$ cat src/rtl/ysyx_22040175_ifu.sv
// Instruction fetch unit: one outstanding imem request, flush/redirect via a drop flag.
// Optional IFU_ALIGN_CHECK_EN: misaligned fetch addresses fault locally without a bus request.
module ysyx_22040175_ifu #(
    parameter int unsigned       ADDR_W   = 32,
    parameter logic [ADDR_W-1:0] NOP_INST = 32'h0000_0013
) (
    input  logic              clk,
    input  logic              rst,
    input  logic [ADDR_W-1:0] i_fetch_pc,
    input  logic              i_fetch_en,
    input  logic              i_flush,
    output logic              o_imem_req_valid,
    input  logic              i_imem_req_ready,
    output logic [ADDR_W-1:0] o_imem_req_addr,
    input  logic              i_imem_rsp_valid,
    input  logic [ADDR_W-1:0] i_imem_rsp_data,
    input  logic              i_imem_rsp_err,
    output logic              o_inst_valid,
    output logic [ADDR_W-1:0] o_inst,
    output logic [ADDR_W-1:0] o_inst_pc,
    output logic              o_inst_err,
    input  logic              i_inst_ready
);

    typedef enum logic [1:0] {
        S_IDLE = 2'd0,
        S_REQ  = 2'd1,
        S_WAIT = 2'd2,
        S_HOLD = 2'd3
    } state_e;

    state_e            r_state;
    state_e            w_next;
    logic              r_drop;
    logic [ADDR_W-1:0] r_addr;
    logic [ADDR_W-1:0] r_inst;
    logic [ADDR_W-1:0] r_inst_pc;
    logic              r_inst_err;

    logic w_misaligned;
    logic w_start;
    logic w_capture;

`ifdef IFU_ALIGN_CHECK_EN
    assign w_misaligned = |i_fetch_pc[1:0];
`else
    assign w_misaligned = 1'b0;
`endif

    // A new fetch launches from IDLE, or back-to-back when the held instruction is consumed.
    assign w_start = !i_flush && i_fetch_en &&
                     ((r_state == S_IDLE) || ((r_state == S_HOLD) && i_inst_ready));

    assign w_capture = (r_state == S_WAIT) && i_imem_rsp_valid && !r_drop && !i_flush;

    // State register
    always_ff @(posedge clk or posedge rst) begin
        if (rst) begin
            r_state <= S_IDLE;
        end else begin
            // NOTE: sequential state uses non-blocking assignments so every flop samples pre-edge values.
            r_state <= w_next;
        end
    end

    // Next-state logic
    always_comb begin
        // NOTE: default first so no path through the case leaves w_next unassigned (no latch).
        w_next = r_state;
        case (r_state)
            S_IDLE: begin
                if (w_start) w_next = w_misaligned ? S_HOLD : S_REQ;
            end
            S_REQ: begin
                if (i_imem_req_ready) w_next = S_WAIT;
            end
            S_WAIT: begin
                if (i_imem_rsp_valid) w_next = (r_drop || i_flush) ? S_IDLE : S_HOLD;
            end
            S_HOLD: begin
                if (w_start)                       w_next = w_misaligned ? S_HOLD : S_REQ;
                else if (i_flush || i_inst_ready) w_next = S_IDLE;
            end
            default: w_next = S_IDLE;
        endcase
    end

    // Outputs decoded from state and held registers only
    always_comb begin
        o_imem_req_valid = (r_state == S_REQ);
        o_imem_req_addr  = (r_state == S_REQ) ? r_addr : '0;
        o_inst_valid     = (r_state == S_HOLD);
        o_inst           = r_inst;
        o_inst_pc        = r_inst_pc;
        o_inst_err       = r_inst_err;
    end

    // Drop flag: a flush while a request is in flight poisons its response.
    always_ff @(posedge clk or posedge rst) begin
        if (rst) begin
            r_drop <= 1'b0;
        end else if ((r_state == S_REQ) && i_flush) begin
            r_drop <= 1'b1;
        end else if ((r_state == S_WAIT) && i_imem_rsp_valid) begin
            r_drop <= 1'b0;
        end else if ((r_state == S_WAIT) && i_flush) begin
            r_drop <= 1'b1;
        end
    end

    always_ff @(posedge clk or posedge rst) begin
        if (rst) begin
            r_addr <= '0;
        end else if (w_start) begin
            r_addr <= i_fetch_pc;
        end
    end

    // Held instruction; returns to NOP/0 whenever HOLD is left without reloading.
    always_ff @(posedge clk or posedge rst) begin
        if (rst) begin
            r_inst     <= NOP_INST;
            r_inst_pc  <= '0;
            r_inst_err <= 1'b0;
        end else if (w_capture) begin
            r_inst     <= i_imem_rsp_data;
            r_inst_pc  <= r_addr;
            r_inst_err <= i_imem_rsp_err;
        end else if (w_start && w_misaligned) begin
            r_inst     <= NOP_INST;
            r_inst_pc  <= i_fetch_pc;
            r_inst_err <= 1'b1;
        end else if ((r_state == S_HOLD) && (w_next != S_HOLD)) begin
            r_inst     <= NOP_INST;
            r_inst_pc  <= '0;
            r_inst_err <= 1'b0;
        end
    end

endmodule

$ cat config.mk
export PLATFORM = sky130hd
export DESIGN_NAME = ysyx_22040175_ifu
export DESIGN_NICKNAME = d
export VERILOG_FILES = /design/src/rtl/ysyx_22040175_ifu.sv
export SDC_FILE = /design/constraint.sdc
export NUM_CORES = 1
export LEC_CHECK = 0
export CORE_MARGIN = 8
export CORE_UTILIZATION = 40
export CTS_CLUSTER_SIZE = 25
export DETAILED_ROUTE_END_ITERATION = 16
export GPL_ROUTABILITY_DRIVEN = 0
export GPL_TIMING_DRIVEN = 0
export PLACE_DENSITY = 0.74
export SETUP_SLACK_MARGIN = 0.02
export SLEW_MARGIN = 25
export SYNTH_ARGS = -nofsm -noshare
export SYNTH_HDL_FRONTEND = slang
export SYNTH_SLANG_ARGS = --single-unit
export TNS_END_PERCENT = 1
$ cat constraint.sdc
create_clock -name clk -period 3.75 [get_ports clk]
set_input_delay 0.75 -clock clk [delete_from_list [all_inputs] [get_ports clk]]
set_output_delay 0.75 -clock clk [all_outputs]
set_load 0.01 [all_outputs]
Word-level counts from Yosys, hierarchy flattened

Index checks and enable logic that the tools add are counted.

Logic and storage cells: 44
Input port bits: 72
Output and inout port bits: 99
Flip-flop bits (word level): 100

Multiplexer cells: 17
Reduce and logical (&&, ||, !) cells: 17
Equal/unequal tests: 4

Operators with widths:

| cell                                                             | number |
|---|---|
| 32-bit 2-to-1 mux                                                | 5 |
| 2-bit 2-to-1 mux                                                 | 6 |
| 1-bit logical AND                                                | 9 |
| 2-bit one-hot mux with 4 select lines                            | 1 |
| 1-bit 2-to-1 mux                                                 | 5 |
| 2-bit == test (second input constant)                            | 2 |
| 1-bit logical OR                                                 | 3 |
| 3-bit nonzero test                                               | 1 |
| 2-bit by 1-bit == test with 1-bit output (second input constant) | 1 |
| 1-bit logical NOT                                                | 2 |
| 2-bit logical NOT                                                | 1 |
| 2-bit inequality test (second input constant)                    | 1 |
| 2-bit nonzero test                                               | 1 |

Longest topological paths before layout

Gate-level depths: netlist (run 1).

Depth after elaboration: 10
Mapped depth: 6
Depth with buffers taken out: 3

Worst setup path after synthesis (run 1)

OpenSTA, ideal clock, no wires.

Kind: reg2out
Start: register r_state[1]
End: output o_imem_req_addr[22]
Cell stages (with the launch flop): 5
Data arrival time: 1.230 ns
Slack: 1.770 ns
Cells stage by stage: dfrtp_1 > buf_4 > nor2b_1 > clkbuf_1 > and2_1

Word-level cells in the longest chain between the ends: 2

Ends and longest elaborated chain:

| item                                     | line | source |
|---|---|---|
| from (decl)                              | 32   | `state_e r_state;` |
| from (signal assigned)                   | 62   | `r_state <= w_next;` |
| 2-bit by 1-bit == test with 1-bit output | -    |  |
| net o_imem_req_valid                     | 12   | `output logic o_imem_req_valid,` |
| 32-bit 2-to-1 mux                        | 91   | `o_imem_req_addr = (r_state == S_REQ) ? r_addr : '0;` |
| to (decl)                                | 14   | `output logic [ADDR_W-1:0] o_imem_req_addr,` |

The timed path passes the listed nets, and every way through them passes these cells.

Worst setup path after layout (run 1)

Start: register r_state[1]
End: output o_imem_req_addr[29]

Word-level cells in the longest chain between the ends: 2

Ends and longest elaborated chain:

| item                                     | line |
|---|---|
| 2-bit by 1-bit == test with 1-bit output | 91 |
| 32-bit 2-to-1 mux                        | 91 |

Every way passes these cells.

==> flow_summary.toml, run 1 <==
[status]
status = "completed"

[run]
cap_violations = 0

[route]
routedWlPerCell_um = 17.70
top_layer_used = "met4"
met2WireLength_mm = 6.542
met3WireLength_mm = 1.185
drc = 0
ant_nets = 0
vias_per_cell = 5.179
routed_wl_mm = 13.35
drt_first_pass_iters = 7
num_vias = 3905
first_iter_violations = 276
route.layer.met1.wl_mm = 5.368

[placement]
io_buffers = 170
dp.cells = 738
place_hpwl_mm = 9.973
postPlaceCellArea_mm2 = 0.006439
post-place-ws_ps = 903.4

[sta]
setup_violations = 0
report.final.slew_viol_count = 0
period_minus_slack_ps = 3158
fin_setup_tns_ps = 0
clock_skew_ps = 4.326
worst_pin_slew_ps = 450.3
fin_ws_ps = 591.6
relSlewSlack = 0.6998
hold_viol = 0
rsz0062_at_grt = "no"
max_freq_mhz = 316.6
fin_crit_sh = 0.8422

[critical_path]
cpPeakStageDelay_ps = 550
r2r_start = "r_state[1]"
path_class = "reg -> out"
cp-endpoint = "o_imem_req_addr[29]"
reg2regPathDepth = 4
crit_path_start_kind = "flip-flop"
cp.required_ps = 3000
setup.worst_path.start = "r_state[1]"
cp_num_cells = 5
crit_buf_inv = 3
slowest_stage = "clkdlybuf4s50_1"
cp_cell_sequence = "buf_4, nor2b_1, clkbuf_1, and2_1, clkdlybuf4s50_1"
r2r_slack_ps = 1940
worstSetupEndpointType = "primary output"
crit_fanout = 10
reg2reg_to = "r_addr[11]"
crit_family = "buffers and inverters"
cp.arrival_ps = 2410

[global_routing]
antenna_found_initial = 0
grt_pass1_wl_mm = 21.13
grt_usage = 0.1758
grt_max_degree = 74
grt_overflow_total = 0
grt_pass1_vias = 4213

[clocking]
cts.sink_count = 100
htreeDepth = 3
cts_hold_buf = 0
clock_path_buffers = 2
post-cts-setup-buffers = 0
cts_root_buffer = "clkbuf_16"
path_clk_slew_ps = 70
cts_resized = 0
cts_buffers = 9
cts_tree = "built"
clock_latency_ps = 330

[layout]
area_delta_synth_final_pct = 48.47
drive_above_1_share = 0.1408
final_cell_mix = "clkdlybuf4s50_1 (170), dfrtp_1 (97), a21oi_1 (66), nand3_1 (63), o21ai_1 (57)"
post-route-cell-area_mm2 = 0.006719
final_common_cell = "clkdlybuf4s50_1"
nets = 678
instances_no_fill = 754
num_antenna_cells = 0

[power_and_ir_drop]
p_per_area_mw_per_mm2 = 759.9
worst_ir_drop_vdd_uv = 424.3
power_mw = 5.106
p_leak_nw = 2.713

[floorplanning]
dieArea_mm2 = 0.01497
ios = 171
rows = 39
core_mm2 = 0.01122
dieWidth_um = 122.4
dieHeight_um = 122.4
start_util = 0.4032

[yosys]
ys_seq_area_frac = 0.5538
syn_inst = 424
ys_types = 27
syn_area_mm2 = 0.004526
postSynthNetCount = 496
synth-seq-cells = 100
syn_area_per_cell_um2 = 10.67
yosys_warnings = 0

[min_path]
hold_class = "reg -> reg"
==> registers in the layout, indices dropped and copies added, names as in the netlist <==
signal,flops
o_inst,32
o_inst_err,1
o_inst_pc,32
r_addr,32
r_drop,1
r_state,2
==> cell type report <==
class | instances | area [µm²]
clock buffer | 11 | 242.7
buffer | 42 | 307.8
sequential | 100 | 2506
timing repair buffer | 171 | 1729
multi-input combinational | 279 | 1700
clock inverter | 5 | 37.54
inverter | 3 | 16.27
tap | 143 | 178.9
fill | 992 | 4504
==> how the worst min path moves through the flow <==
stage	start	to	cells after the start
finish	r_addr[14]	r_addr[14]	1
global route	r_addr[19]	r_addr[19]	1
global placement	r_addr[25]	r_addr[25]	1
detailed placement	r_addr[22]	r_addr[22]	1
floorplan	r_addr[0]	r_addr[0]	1
CTS	r_addr[25]	r_addr[25]	1
==> stage by stage <==
stage / hold WS (ps) / util
after CTS: 533.8 / 0.5987
final: 527.2 / 0.5987
after floorplan: 495.6 / -
after detailed placement: 518.1 / 0.5737
after global routing: 549.0 / 0.5987
after global placement: 512.9 / 0.5708
==> metal layers <==
layer / vias up / track usage
met3: 17 / 0.06394
met2: 140 / 0.2924
met5: - / 0
li1: 1864 / -
met4: 0 / 0.05331
met1: 1884 / 0.2090
==> power breakdown <==
part	leakage, nW	switching, mW	total [mW]	internal, mW
sequential	1.30	0.290	1.84	1.55
combinational	1.28	1.10	2.40	1.30
clock	0.132	0.395	0.864	0.470
total	2.71	1.79	5.11	3.32
==> synthesized netlist by cell type <==
cell / count / area [µm²]
or2_2: 1 / 6.260
buf_2: 6 / 30.03
a21oi_1: 66 / 330.3
clkbuf_1: 13 / 48.80
o21ai_1: 57 / 285.3
o211ai_1: 1 / 7.510
and3_1: 3 / 18.77
mux2_2: 32 / 360.4
nor4b_4: 1 / 23.77
o21ai_0: 7 / 35.03
o21ai_2: 3 / 26.28
inv_1: 3 / 11.26
o22ai_1: 1 / 6.260
nor2b_1: 2 / 12.51
and2_1: 33 / 206.5
buf_1: 1 / 3.750
or4b_1: 1 / 10.01
o21a_1: 1 / 7.510
a21boi_2: 1 / 11.26
dfstp_2: 3 / 78.83
buf_6: 16 / 180.2
buf_4: 6 / 45.04
dfrtp_1: 97 / 2427
a211o_1: 3 / 26.28
nor2_1: 1 / 3.750
nand2_1: 2 / 7.510
nand3_1: 63 / 315.3
==> kinds of logic after synthesis <==
family / Yosys count / share of synthesized area
AOI/OAI and AO/OA: 140 / 0.1626
DFF: 100 / 0.5538
buffers and inverters: 45 / 0.07050
and+or+nand+nor: 107 / 0.1335
muxes: 32 / 0.07962
Note: power is estimated with default switching activity, not from simulation.
==> run 2: changes to the inputs <==
--- a/config.mk
+++ b/config.mk
@@ -11,7 +11,7 @@
 export DETAILED_ROUTE_END_ITERATION = 16
 export GPL_ROUTABILITY_DRIVEN = 0
 export GPL_TIMING_DRIVEN = 0
-export PLACE_DENSITY = 0.74
+export PLACE_DENSITY = 0.77
 export SETUP_SLACK_MARGIN = 0.02
 export SLEW_MARGIN = 25
 export SYNTH_ARGS = -nofsm -noshare
==> constraint.sdc (replaced) <==
create_clock -name clk -period 2.85 [get_ports clk]
set_input_delay 0.57 -clock clk [delete_from_list [all_inputs] [get_ports clk]]
set_output_delay 0.57 -clock clk [all_outputs]
set_load 0.01 [all_outputs]
==> run 2 against run 1 <==
Against the previous run:
- clock power rose by 35%
- register-to-register slack got worse by 890 ps
- core utilization rose by 0.48 points
- sequential power rose by 32%
- sequential share of layout area fell by 0.30 points
- worst hold slack improved by 4.8 ps
- routed wire length rose by 3.2%
- global-route usage rose by 0.67 points
- critical path type unchanged
- largest cell class unchanged
==> flow_summary.toml, run 2 (same netlist as run 1, synthesis figures left out) <==
[status]
status = "completed"

[placement]
dp.cells = 740
io_buffers = 170
place_hpwl_mm = 10.50

[clocking]
cts_root_buffer = "clkbuf_16"
clock_latency_ps = 330
cts_buffers = 9
cts_hold_buf = 0
cts_tree = "built"
htreeDepth = 3
clock_path_buffers = 2
cts.sink_count = 100
path_clk_slew_ps = 70

[route]
first_iter_violations = 227
vias_per_cell = 5.222
drt_first_pass_iters = 6
drc = 0
routedWlPerCell_um = 18.22
ant_nets = 0
routed_wl_mm = 13.77
num_vias = 3948

[sta]
clock_skew_ps = 6.974
rsz0062_at_grt = "yes"
fin_setup_tns_ps = 0
report.final.slew_viol_count = 0
max_freq_mhz = 368.3
hold_viol = 0
relSlewSlack = 0.6334
period_minus_slack_ps = 2715
worst_pin_slew_ps = 548.7
fin_crit_sh = 0.9527
setup_violations = 0

[layout]
drive_above_1_share = 0.1501
num_antenna_cells = 0
final_cell_mix = "clkdlybuf4s50_1 (170), dfrtp_1 (97), a21oi_1 (66), nand3_1 (63), o21ai_1 (57)"
area_delta_synth_final_pct = 49.65
seq_area_mm2 = 0.002506
nets = 680
multiInputGateArea_mm2 = 0.001703
fill_cells = 970
final_common_cell = "clkdlybuf4s50_1"
instances_no_fill = 756

[power_and_ir_drop]
worst_ir_drop_vdd_uv = 481.6
p_leak_nw = 2.741
p_per_area_mw_per_mm2 = 1003

[critical_path]
worstSetupEndpointType = "primary output"
cp.arrival_ps = 2150
crit_fanout = 10
cp.required_ps = 2280
r2r_start = "r_state[1]"
r2r_slack_ps = 1050
crit_path_start_kind = "flip-flop"
reg2reg_to = "r_addr[27]"
path_class = "reg -> out"
reg2regPathDepth = 4

[min_path]
hold_class = "reg -> reg"
hold-path-endpoint = "r_addr[20]"
hold_start = "r_addr[20]"
hold_depth = 1

[floorplanning]
dieWidth_um = 122.4
ios = 171
rows = 39
dieArea_mm2 = 0.01497
start_util = 0.4032
core_mm2 = 0.01122
dieHeight_um = 122.4

[global_routing]
grt_pass1_vias = 4212
antenna_found_initial = 0
grt_pass1_wl_mm = 21.82
grt_usage = 0.1824
grt_overflow_total = 0
grt_max_degree = 34

[run]
cap_violations = 0
-- run 2: cell types whose count changed in the layout (fill, tap and decap cells not counted) --
cell,before,now
clkinvlp_4,2,3
nor2b_1,2,1
nor2b_2,0,1
clkbuf_8,1,2
clkbuf_2,0,3
clkinv_4,2,1
clkbuf_1,14,11
clkinv_2,1,0
buf_12,0,2
-- run 2: metal layers --
metal  track usage  vias to the layer above  wire [µm]
met1        0.2063                     1917       5408
met4       0.04265                        0         68
met5             0                        -          0
li1              -                     1884          -
met2        0.3280                      141       7064
met3       0.05796                        6       1231
-- run 2: worst max-delay path by stage --
stage                          end  slack (ps)       start  depth (start not counted)
2_1_floorplan  o_imem_req_addr[22]        1050  r_state[1]                          4
3_3_place_gp            o_inst[16]         140         rst                          2
3_5_place_dp   o_imem_req_addr[30]         220  r_state[0]                          5
4_1_cts         o_imem_req_addr[8]          30  r_state[0]                          5
5_1_grt        o_imem_req_addr[12]           6  r_state[0]                          5
6_report       o_imem_req_addr[29]         130  r_state[0]                          5
-- run 2: critical path, cell delays in order, from the launching register on --
cell and delay [ps]:
dfrtp_1 360, buf_4 180, nor2b_2 270, clkbuf_2 270
and2_1 180, clkdlybuf4s50_1 550
-- run 2: where the power goes --
part | switching (mW) | leakage, nW | total (mW) | internal [mW]
clock | 0.523 | 0.135 | 1.17 | 0.645
combinational | 1.48 | 1.31 | 3.20 | 1.73
sequential | 0.383 | 1.30 | 2.42 | 2.04
total | 2.38 | 2.74 | 6.79 | 4.41
-- run 2: cell type report --
| class | instances | share of cell area |
|---|---|---|
| clock buffer | 12 | 0.03787 |
| sequential | 100 | 0.3700 |
| tap | 143 | 0.02642 |
| timing repair buffer | 173 | 0.2612 |
| multi-input combinational | 279 | 0.2514 |
| inverter | 3 | 0.002217 |
| buffer | 42 | 0.04600 |
| clock inverter | 4 | 0.004803 |
-- run 2: timing repair --
item                                    4_1_cts  5_1_grt
endpoints found under the hold margin         0        0
gates resized for setup                       3        2
setup buffers                                 0        0
endpoints found under the setup margin       30       14
-- run 2: per-stage QoR --
step	cell area (µm²)	hold WS (ps)	setup slack, ps	utilization	power (mW)
finish	6773	532.0	134.8	0.6035	6.792
global route	6773	552.0	5.960	0.6035	7.221
CTS	6771	536.4	31.82	0.6033	6.871
detailed placement	6477	519.3	218.3	0.5771	5.679
global placement	6410	513.8	135.5	0.5711	5.558
floorplan	4529	495.6	1050	-	3.950
